[src/rtl/write_hit_ctrl_if.sv]
// rtl/write_hit_ctrl_if.sv - requester-side request/response handshake for write_hit_ctrl
interface write_hit_ctrl_if #(
    parameter int INDEX_W = 3,
    parameter int TAG_W   = 8,
    parameter int DWIDTH  = 32
);
    logic                     req_valid;
    logic                     req_ready;
    logic [TAG_W+INDEX_W-1:0] req_addr;
    logic [DWIDTH-1:0]        req_data;
    logic                     resp_valid;
    logic                     resp_ready;
    logic                     resp_hit;

    modport master (
        output req_valid, req_addr, req_data, resp_ready,
        input  req_ready, resp_valid, resp_hit
    );

    modport slave (
        input  req_valid, req_addr, req_data, resp_ready,
        output req_ready, resp_valid, resp_hit
    );
endinterface

[src/rtl/write_hit_ctrl.sv]
// rtl/write_hit_ctrl.sv - write-hit check controller in front of sync-read tag/data RAMs
// Optional WRITE_ALLOCATE_EN: a miss installs the tag and writes the data in the same cycle.
module write_hit_ctrl #(
    parameter int INDEX_W = 3,
    parameter int TAG_W   = 8,
    parameter int DWIDTH  = 32,
    parameter int CNT_W   = 16
) (
    input  logic               clock,
    input  logic               reset_n,
    write_hit_ctrl_if.slave    bus,
    output logic [INDEX_W-1:0] tag_addr,
    output logic [TAG_W:0]     tag_din,
    output logic               tag_we,
    input  logic [TAG_W:0]     tag_dout,
    output logic [INDEX_W-1:0] data_addr,
    output logic [DWIDTH-1:0]  data_din,
    output logic               data_we,
    output logic [CNT_W-1:0]   hit_cnt,
    output logic [CNT_W-1:0]   miss_cnt
);
    typedef enum logic [2:0] {
        IDLE    = 3'd0,
        LOOKUP  = 3'd1,
        COMPARE = 3'd2,
        WRITE   = 3'd3,
        RESP    = 3'd4
    } state_t;

    localparam logic [CNT_W-1:0] CNT_MAX = '1;

    state_t             state;
    logic [TAG_W-1:0]   tag_q;
    logic [INDEX_W-1:0] index_q;
    logic [DWIDTH-1:0]  data_q;
    logic               hit;

    // An X from an unwritten RAM entry fails the if() below and falls to the miss path.
    assign hit = tag_dout[TAG_W] & (tag_dout[TAG_W-1:0] == tag_q);

    assign tag_addr  = index_q;
    assign data_addr = index_q;
    assign data_din  = data_q;

`ifndef WRITE_ALLOCATE_EN
    assign tag_we  = 1'b0;
    assign tag_din = '0;
`endif

    always_ff @(posedge clock or negedge reset_n) begin
        if (!reset_n) begin
            state          <= IDLE;
            tag_q          <= '0;
            index_q        <= '0;
            data_q         <= '0;
            bus.req_ready  <= 1'b1;
            bus.resp_valid <= 1'b0;
            bus.resp_hit   <= 1'b0;
            data_we        <= 1'b0;
            hit_cnt        <= '0;
            miss_cnt       <= '0;
`ifdef WRITE_ALLOCATE_EN
            tag_we         <= 1'b0;
            tag_din        <= '0;
`endif
        end else begin
            case (state)
                IDLE: begin
                    if (bus.req_valid) begin
                        tag_q         <= bus.req_addr[TAG_W+INDEX_W-1:INDEX_W];
                        index_q       <= bus.req_addr[INDEX_W-1:0];
                        data_q        <= bus.req_data;
                        bus.req_ready <= 1'b0;
                        state         <= LOOKUP;
                    end
                end
                LOOKUP: begin
                    state <= COMPARE;
                end
                COMPARE: begin
                    if (hit) begin
                        bus.resp_hit <= 1'b1;
                        data_we      <= 1'b1;
                        if (hit_cnt != CNT_MAX) hit_cnt <= hit_cnt + 1'b1;
                        state        <= WRITE;
                    end else begin
                        bus.resp_hit <= 1'b0;
                        if (miss_cnt != CNT_MAX) miss_cnt <= miss_cnt + 1'b1;
`ifdef WRITE_ALLOCATE_EN
                        tag_we       <= 1'b1;
                        tag_din      <= {1'b1, tag_q};
                        data_we      <= 1'b1;
                        state        <= WRITE;
`else
                        bus.resp_valid <= 1'b1;
                        state          <= RESP;
`endif
                    end
                end
                WRITE: begin
                    data_we        <= 1'b0;
`ifdef WRITE_ALLOCATE_EN
                    tag_we         <= 1'b0;
`endif
                    bus.resp_valid <= 1'b1;
                    state          <= RESP;
                end
                RESP: begin
                    if (bus.resp_ready) begin
                        bus.resp_valid <= 1'b0;
                        bus.req_ready  <= 1'b1;
                        state          <= IDLE;
                    end
                end
                default: begin
                    state <= IDLE;
                end
            endcase
        end
    end
endmodule

[src/flat_wrapper.sv]
// flat-port wrapper written by rule: the top's interface ports become plain ports
module write_hit_ctrl_flat 
#(
    parameter int INDEX_W = 3,
    parameter int TAG_W   = 8,
    parameter int DWIDTH  = 32,
    parameter int CNT_W   = 16
)
  (clock, reset_n, tag_addr, tag_din, tag_we, tag_dout, data_addr, data_din, data_we, hit_cnt, miss_cnt, bus_req_valid, bus_req_addr, bus_req_data, bus_resp_ready, bus_req_ready, bus_resp_valid, bus_resp_hit);
  write_hit_ctrl_if #(.INDEX_W(INDEX_W), .TAG_W(TAG_W), .DWIDTH(DWIDTH)) bus_i ();
  input  logic clock;
  input  logic reset_n;
  output logic [INDEX_W-1:0] tag_addr;
  output logic [TAG_W:0] tag_din;
  output logic tag_we;
  input  logic [TAG_W:0] tag_dout;
  output logic [INDEX_W-1:0] data_addr;
  output logic [DWIDTH-1:0] data_din;
  output logic data_we;
  output logic [CNT_W-1:0] hit_cnt;
  output logic [CNT_W-1:0] miss_cnt;
  input wire logic [$bits(bus_i.req_valid)-1:0] bus_req_valid;
  input wire logic [$bits(bus_i.req_addr)-1:0] bus_req_addr;
  input wire logic [$bits(bus_i.req_data)-1:0] bus_req_data;
  input wire logic [$bits(bus_i.resp_ready)-1:0] bus_resp_ready;
  output wire logic [$bits(bus_i.req_ready)-1:0] bus_req_ready;
  output wire logic [$bits(bus_i.resp_valid)-1:0] bus_resp_valid;
  output wire logic [$bits(bus_i.resp_hit)-1:0] bus_resp_hit;
  assign bus_i.req_valid = bus_req_valid;
  assign bus_i.req_addr = bus_req_addr;
  assign bus_i.req_data = bus_req_data;
  assign bus_i.resp_ready = bus_resp_ready;
  assign bus_req_ready = bus_i.req_ready;
  assign bus_resp_valid = bus_i.resp_valid;
  assign bus_resp_hit = bus_i.resp_hit;
  write_hit_ctrl #(.INDEX_W(INDEX_W), .TAG_W(TAG_W), .DWIDTH(DWIDTH), .CNT_W(CNT_W)) u_core (.clock(clock), .reset_n(reset_n), .bus(bus_i), .tag_addr(tag_addr), .tag_din(tag_din), .tag_we(tag_we), .tag_dout(tag_dout), .data_addr(data_addr), .data_din(data_din), .data_we(data_we), .hit_cnt(hit_cnt), .miss_cnt(miss_cnt));
endmodule
[config.mk]
export PLATFORM = sky130hd
export DESIGN_NAME = write_hit_ctrl_flat
export DESIGN_NICKNAME = d
export VERILOG_FILES = /design/src/rtl/write_hit_ctrl_if.sv /design/src/rtl/write_hit_ctrl.sv /design/src/flat_wrapper.sv
export SDC_FILE = /design/constraint.sdc
export NUM_CORES = 1
export LEC_CHECK = 0
export CAP_MARGIN = 25
export CORE_MARGIN = 4
export CORE_UTILIZATION = 48
export DETAILED_ROUTE_END_ITERATION = 6
export PLACE_DENSITY = 0.95
export SLEW_MARGIN = 40
export SYNTH_ARGS = -nofsm -noshare
export SYNTH_HDL_FRONTEND = slang
export SYNTH_SLANG_ARGS = --single-unit
[constraint.sdc]
create_clock -name clock -period 4.7 [get_ports clock]
set_clock_uncertainty 0.1 [all_clocks]
set_input_delay 0.705 -clock clock [delete_from_list [all_inputs] [get_ports clock]]
set_output_delay 0.705 -clock clock [all_outputs]
set_load 0.02 [all_outputs]
# == Yosys cells after proc, flatten, opt, wreduce, memory -nomap -nowiden ==
# Index checks and enable logic that the tools add are counted.
# word_totals
output_inout_bits,84
wordCells,49
regBits,82
input_bits,56
# classes
n_mux,13
reduce_logical,11
n_bitwise,2
n_eq_ne,11
n_addsub,2
# ops
op,count
"16-bit by 1-bit adder with 16-bit output, second input constant",2
"16-bit inequality test, second input constant",2
3-bit one-hot mux with 5 select lines,1
3-bit AND reduction,4
3-bit two-way mux,3
8-bit equality test,1
"3-bit by 2-bit equality test with 1-bit output, second input constant",2
1-bit two-way mux,6
"2-bit inequality test, second input constant",3
2-bit AND reduction,3
1-bit one-hot mux with 2 select lines,2
2-bit nonzero test,2
"3-bit by 1-bit equality test with 1-bit output, second input constant",1
"3-bit equality test, second input constant",1
3-bit logical NOT,1
1-bit one-hot mux with 3 select lines,1
3-bit nonzero test,1
"2-bit by 1-bit inequality test with 1-bit output, second input constant",1
1-bit bitwise AND,1
1-bit NOT,1

# == Logic depth before layout (Yosys ltp) ==
# Gate-level depths: netlist of run 1.
# logic_depth
depth_word,4
depth_mapped,7

# == Worst setup path before layout of run 1 ==
# No wires, ideal clock.
# synth_timing
path_kind,register -> register
start,register u_core.miss_cnt[0]
end,register u_core.miss_cnt[1]
synth_period_minus_slack_ns,2.101
path_buffers,0
required_ns,4.472
path_slack_ns,2.599
t_arrival_ns,1.873
stages_incl_launch_ff,7
setup_ns,0.128
cell_sequence,dfrtp_1 -> ha_1 -> and4_1 -> nand3_2 -> o31ai_4 -> or2_1 -> mux2_1
# synth_between
elab_chain_len,2
# synth_lines
element,line,text
start: declaration,write_hit_ctrl.sv:20,output logic [CNT_W-1:0] miss_cnt
start signal: assignment,write_hit_ctrl.sv:88,if (miss_cnt != CNT_MAX) miss_cnt <= miss_cnt + 1'b1;
branches (longest 2 deep; another with 16-bit by 1-bit adder with 16-bit output),-,
# Several ways; the timed one is not identified.
# A chain may end at the register's enable or synchronous reset.

# == Worst setup path in the final report of run 1 ==
# Ends and elaborated chain as after synthesis.

==> results of run 1 <==
==> state kept, by name, summed over array words and instances, names as in the netlist <==
signal,count
u_core.bus.req_ready,1
u_core.bus.resp_hit,1
u_core.bus.resp_valid,1
u_core.data_addr,3
u_core.data_din,32
u_core.data_we,1
u_core.hit_cnt,16
u_core.miss_cnt,16
u_core.state,3
u_core.tag_q,8
==> routing by layer <==
metal	GRT usage, %	part of all wire [%]	vias to the layer above	wire (um)
met2	36.6	54	85	4770
met1	22.4	38	1317	3340
met4	10.2	2.7	0	238
met3	3.72	5.7	19	505
met5	0	0	-	0
li1	-	-	1257	-
==> synth_stat cells (all sizes together) (3+ instances only) <==
library cell and instances:
nand4 12, nand2 12, mux2 47, buf 23
dfrtp 81, nand4b 4, or2 3, xnor2 24
inv 3, and3 9, nor3 7, nand2b 4
and4 3, a21oi 5, nor4 6, nor2 5
xor2 13, nand3 9
==> through the flow <==
step                area (um^2)  setup WS, ns  util [%]
floorplan                  3780          2.60         -
global placement           5050          1.69      68.2
detailed placement         5110          1.57      69.0
CTS                        5290          1.94      71.3
global route               5300          2.01      71.5
finish                     5300          2.14      71.5
==> cell type report <==
cell class | instances | area share, %
flip-flops and latches | 82 | 38.8
multi-input cells | 188 | 29.5
repair buffers | 134 | 25.9
clock buffers | 12 | 2.74
well taps | 99 | 2.34
clock inverters | 4 | 0.520
inverters | 3 | 0.213
==> power groups by stage <==
stage	Clock [uW]	Sequential, uW	Combinational, uW
after floorplan	0	1380	545
after global placement	0	1150	1310
after detailed placement	0	1170	1390
after CTS	465	1160	1400
after global routing	501	1190	1460
final	452	1160	1380
==> worst paths after layout <==
kind,from,to,slack (ns),cells past startpoint
max,u_core.miss_cnt[0]$_DFFE_PN0P_,u_core.miss_cnt[1]$_DFFE_PN0P_,2.14,6
min,reset_n,u_core.data_addr[2]$_DFFE_PN0P_,0.28,1
max reg2reg,u_core.miss_cnt[0]$_DFFE_PN0P_,u_core.miss_cnt[1]$_DFFE_PN0P_,2.14,6
min reg2reg,u_core.hit_cnt[14]$_DFFE_PN0P_,u_core.hit_cnt[14]$_DFFE_PN0P_,0.40,1
max in group asynchronous,reset_n,u_core.hit_cnt[3]$_DFFE_PN0P_,3.70,1
min in group clock,u_core.hit_cnt[14]$_DFFE_PN0P_,u_core.hit_cnt[14]$_DFFE_PN0P_,0.40,1
==> layout by cell type (no fill, tap or decap), drive strengths merged, types with 5 or more instances in the layout <==
cell type / instances
clkdlybuf4s50: 128
dfrtp: 81
mux2: 47
xnor2: 24
xor2: 13
nand4: 12
nand2: 12
clkbuf: 12
conb: 10
and3: 9
nand3: 9
nor3: 7
nor4: 6
buf: 6
a21oi: 5
nor2: 5
==> cell families (layout without fill, tap and decap cells) <==
family | count (synthesis) | in the layout
muxes | 47 | 47
and+or+nand+nor | 81 | 81
adders and majority gates | 2 | 2
xor gates and xnor gates | 37 | 37
buffers and inverters | 26 | 153
other | 1 | 10
AOI/OAI and AO/OA | 11 | 11
DFF | 82 | 82
==> results.cfg, run 1 <==
[synth]
synth_top_family_by_area = simple AND/OR/NAND/NOR gates
synth_xor_area_share_pct = 8.64
ys_ff_latch = 82
synth_area_um2 = 3750
synth_edf_count = 0
synthMuxAreaShare_pct = 14.1
syn_avg_cell_area_um2 = 13.1
synthAdderAreaFrac_pct = 0.667
synthDistinctLibCells = 43
ys_seq_area_share_pct = 54.8
synthTopCellsByArea = dfrtp_1 (54%), mux2_2 (14%), xnor2_1 (5.6%)
yosys_warnings = 0
yosys.area_share.simple_pct = 14.6
yosysTopAreaCell = dfrtp_1
synth_compound_area_share_pct = 2.44
async_reset_ff_share_pct = 100
postSynthCellCount = 287
dominantRegCellSynth = dfrtp_1
yosysTopAreaCellShare_pct = 54.1

[setup_path]
cp-end-kind = flop
crit_family = compound AO/OA/AOI/OAI gates
critPathBufInv = 0
worst-path-max-fanout = 15
crit_slowest_cell = o31ai_4
start_kind = flop
cp_data_arrival_time_ns = 2.68
crit_type = reg -> reg
max_stage_delay_ns = 0.70
worstPathCellList = ha_1, and4_1, nand3_2, o31ai_4, or2_1, mux2_1
required_ns = 4.83

[die]
dieArea_um2 = 9290
core_area_um2 = 7410
io_pins = 140
die_h_um = 96.4
start_util_pct = 50.6
fp-row-count = 31
die-width_um = 96.4

[clocking]
cts-root-buf = clkbuf_8
cts_buffers = 9
cts_resized = 0
clk_path_buf_depth = 2
insertion_delay_ns = 0.34
cts_sinks = 82
holdBufCountCts = 0
path_clk_slew_ns = 0.08
cts_htree_levels = 3
post_cts_buffers = 0
cts_tree = done

[global_route]
track_usage_pct = 20.1
grt_max_degree = 83
grt_overflow = 0
grt_pass1_vias = 2853
antenna_found_initial = 0
grt_pass1_wl_um = 14100

[timing]
tightest_slew_ns = 0.753
hold_ws_ns = 0.284
setup_tns_ns = 0
setup_viol = 0
maxSlewViolCount = 0
fmax_mhz = 391
post-route-period-util_pct = 54.4
slew-limit-headroom_pct = 49.8
finalCriticalPeriod_ns = 2.56
rsz0062_at_grt = no
hold_viol = 0

[route]
ant_nets = 0
drc = 0
via_count = 2678
totalWireLength_um = 8850
wl_per_cell_um = 17.0
viasPerCell = 5.13
dr.pass1.iters = 4
drtIter0Drc = 73

[flow_run]
maxCapViolCount = 0

[pwr]
p_per_area_nw_per_um2 = 563
pwr-share-comb_pct = 46.1
p_leak_uw = 0.00212
p_int_uw = 1900
p_clk_share_pct = 15.2
swShare_pct = 36.2
total_power_uw = 2980
seq_power_share_pct = 38.7
ir_drop_mv = 0.399
p_sw_uw = 1080

[place]
gp_congestion = 0.793
port_buffers = 129
dp_cells = 505
hpwl_um = 6660

[final_layout]
antennaDiodeCount = 0
syn_to_final_growth_pct = 41.2
layout-drive-gt1-share_pct = 19.6
layout.area.seq_um2 = 2050
multi_input_area_um2 = 1560
layout.nets = 476
stdcell_count = 522
fill_cells = 510

[outcome]
status = completed

[worst_hold_path]
hp-class = in -> async
Note: power is estimated with default switching activity, not from simulation.
==> run 2: changes to the inputs <==
--- a/config.mk
+++ b/config.mk
@@ -7,9 +7,9 @@
 export LEC_CHECK = 0
 export CAP_MARGIN = 25
 export CORE_MARGIN = 4
-export CORE_UTILIZATION = 48
+export CORE_UTILIZATION = 40
 export DETAILED_ROUTE_END_ITERATION = 6
-export PLACE_DENSITY = 0.95
+export PLACE_DENSITY = 0.86
 export SLEW_MARGIN = 40
 export SYNTH_ARGS = -nofsm -noshare
 export SYNTH_HDL_FRONTEND = slang
==> constraint.sdc (replaced) <==
create_clock -name clock -period 2.05 [get_ports clock]
set_clock_uncertainty 0.1 [all_clocks]
set_input_delay 0.3075 -clock clock [delete_from_list [all_inputs] [get_ports clock]]
set_output_delay 0.3075 -clock clock [all_outputs]
set_load 0.02 [all_outputs]
==> run 2 against run 1 <==
Compared with the run above:
- critical path depth shrank 1
- die area grew 18%
- worst hold slack gained 0.024 ns
- register-to-register slack lost 2.0 ns
- count of clock-buffer cells in the layout shrank 3
- wire length shrank 3.7%
- sequential power grew 130%
- clock power grew to 2.7 times the previous value
- utilization shrank 12 points
- flip-flop and latch count is the same
- largest cell class unchanged
- highest routed layer unchanged
==> results.cfg, run 2 (synthesized netlist as in run 1, its figures left out) <==
[setup_path]
required_ns = 2.18
start_kind = flop
max_stage_delay_ns = 0.45
crit_slowest_cell = dfrtp_1
r2r-start = u_core.state[1]$_DFFE_PN0P_
cp_data_arrival_time_ns = 2.08
worst-path-max-fanout = 7
r2r_slack_ns = 0.10
worstReg2RegEnd = u_core.hit_cnt[11]$_DFFE_PN0P_
worstRegToRegCells = 5
cp-end-kind = flop
crit_type = reg -> reg
worstPathCellList = nor3b_4, and3_1, a21boi_2, nand4_1, xnor2_1

[timing]
setup_viol = 0
maxSlewViolCount = 0
fmax_mhz = 513
rsz0062_at_grt = no
post-route-period-util_pct = 95.1
finalCriticalPeriod_ns = 1.95
hold_viol = 0
fin_ws_ns = 0.100

[clocking]
insertion_delay_ns = 0.34
post_cts_buffers = 0
path_clk_slew_ns = 0.09
clk_path_buf_depth = 2
cts_buffers = 9
cts_htree_levels = 3
cts_sinks = 82
cts_tree = done
cts-root-buf = clkbuf_8

[route]
viasPerCell = 5.10
drtIter0Drc = 94
via_count = 2794
wl_per_cell_um = 15.6
dr.pass1.iters = 4
ant_nets = 0
totalWireLength_um = 8520
drc = 0

[die]
start_util_pct = 40.8
die_h_um = 105
fp-row-count = 35
dieArea_um2 = 11000
core_area_um2 = 9200
die-width_um = 105
io_pins = 140

[place]
place_area_um2 = 5250
hpwl_um = 6510
port_buffers = 129
gp_congestion = 0.745
preCtsSetupSlack_ns = -0.125

[final_layout]
layout-drive-gt1-share_pct = 23.8
largest_reg_flops = 32
layout.nets = 491
antennaDiodeCount = 0
fill_cells = 744
final_area_um2 = 5490
multi_input_area_um2 = 1590
syn_to_final_growth_pct = 46.4
layout.area.seq_um2 = 2060
final_cell_mix = clkdlybuf4s50_1 (128), dfrtp_1 (79), mux2_2 (45), xnor2_1 (24), buf_4 (16)
layout_commonest_cell = clkdlybuf4s50_1

[global_route]
grt_pass1_vias = 3067
grt_pass1_wl_um = 14500
grt_use_met1_pct = 18.6
grt_max_degree = 40
grt_use_met3_pct = 6.18
use_met2_pct = 27.2
antenna_found_initial = 0
grt_overflow = 0
track_usage_pct = 16.2
grt-busiest-layer = met2

[pwr]
ir_drop_mv = 0.900
p_leak_uw = 0.00222
p_per_area_nw_per_um2 = 1290

[flow_run]
maxCapViolCount = 0

[outcome]
status = completed

[worst_hold_path]
hp-class = in -> async
[run 2: where the power goes]
part | internal [uW] | switching, uW | total (uW)
sequential | 2200 | 427 | 2630
clock | 673 | 564 | 1240
combinational | 1740 | 1460 | 3210
[run 2: worst max-delay path, delay by kind of cell, from the launching register on]
kind	cells	cell delay, ns
and+or+nand+nor	3	0.92
DFF	1	0.45
AOI/OAI and AO/OA	1	0.22
xor gates and xnor gates	1	0.15
[run 2: metrics by stage]
step | power (uW) | setup TNS, ns | cells | hold slack (ns) | util, %
2_1_floorplan | 4410 | 0 | 296 | -0.0881 | -
3_3_place_gp | 5800 | -1.05 | 532 | 0.137 | 57.1
3_5_place_dp | 5900 | -2.17 | 532 | 0.134 | 57.1
4_1_cts | 7180 | 0 | 548 | 0.300 | 59.4
5_1_grt | 7510 | 0 | 548 | 0.316 | 59.7
6_report | 7070 | 0 | 548 | 0.308 | 59.7
[run 2: area by class of cell]
type	count	area share (%)
inverters	3	0.205
clock inverters	6	1.50
multi-input cells	188	28.9
clock buffers	9	2.26
well taps	111	2.53
repair buffers	149	27.2
flip-flops and latches	82	37.4
[run 2: what timing repair did]
item | CTS | global route
resized for setup | 0 | 4
hold endpoints to repair | 23 | 0
hold buffers | 1 | 0
setup endpoints to repair | 0 | 4
[run 2: worst max path at each step]
stage,startpoint,to,slack (ns)
global placement,tag_dout[0],u_core.miss_cnt[1]$_DFFE_PN0P_,-0.09
global route,u_core.miss_cnt[0]$_DFFE_PN0P_,u_core.miss_cnt[1]$_DFFE_PN0P_,0.002
CTS,u_core.miss_cnt[0]$_DFFE_PN0P_,u_core.miss_cnt[9]$_DFFE_PN0P_,0.05
floorplan,u_core.miss_cnt[0]$_DFFE_PN0P_,u_core.miss_cnt[1]$_DFFE_PN0P_,0.03
detailed placement,tag_dout[0],u_core.miss_cnt[1]$_DFFE_PN0P_,-0.13
finish,u_core.state[1]$_DFFE_PN0P_,u_core.hit_cnt[11]$_DFFE_PN0P_,0.10
[run 2: metal layers]
layer	share of wire [%]	routed length [um]
met5	0	0
met4	2.0	172
met3	9.4	802
met2	51	4310
met1	38	3240
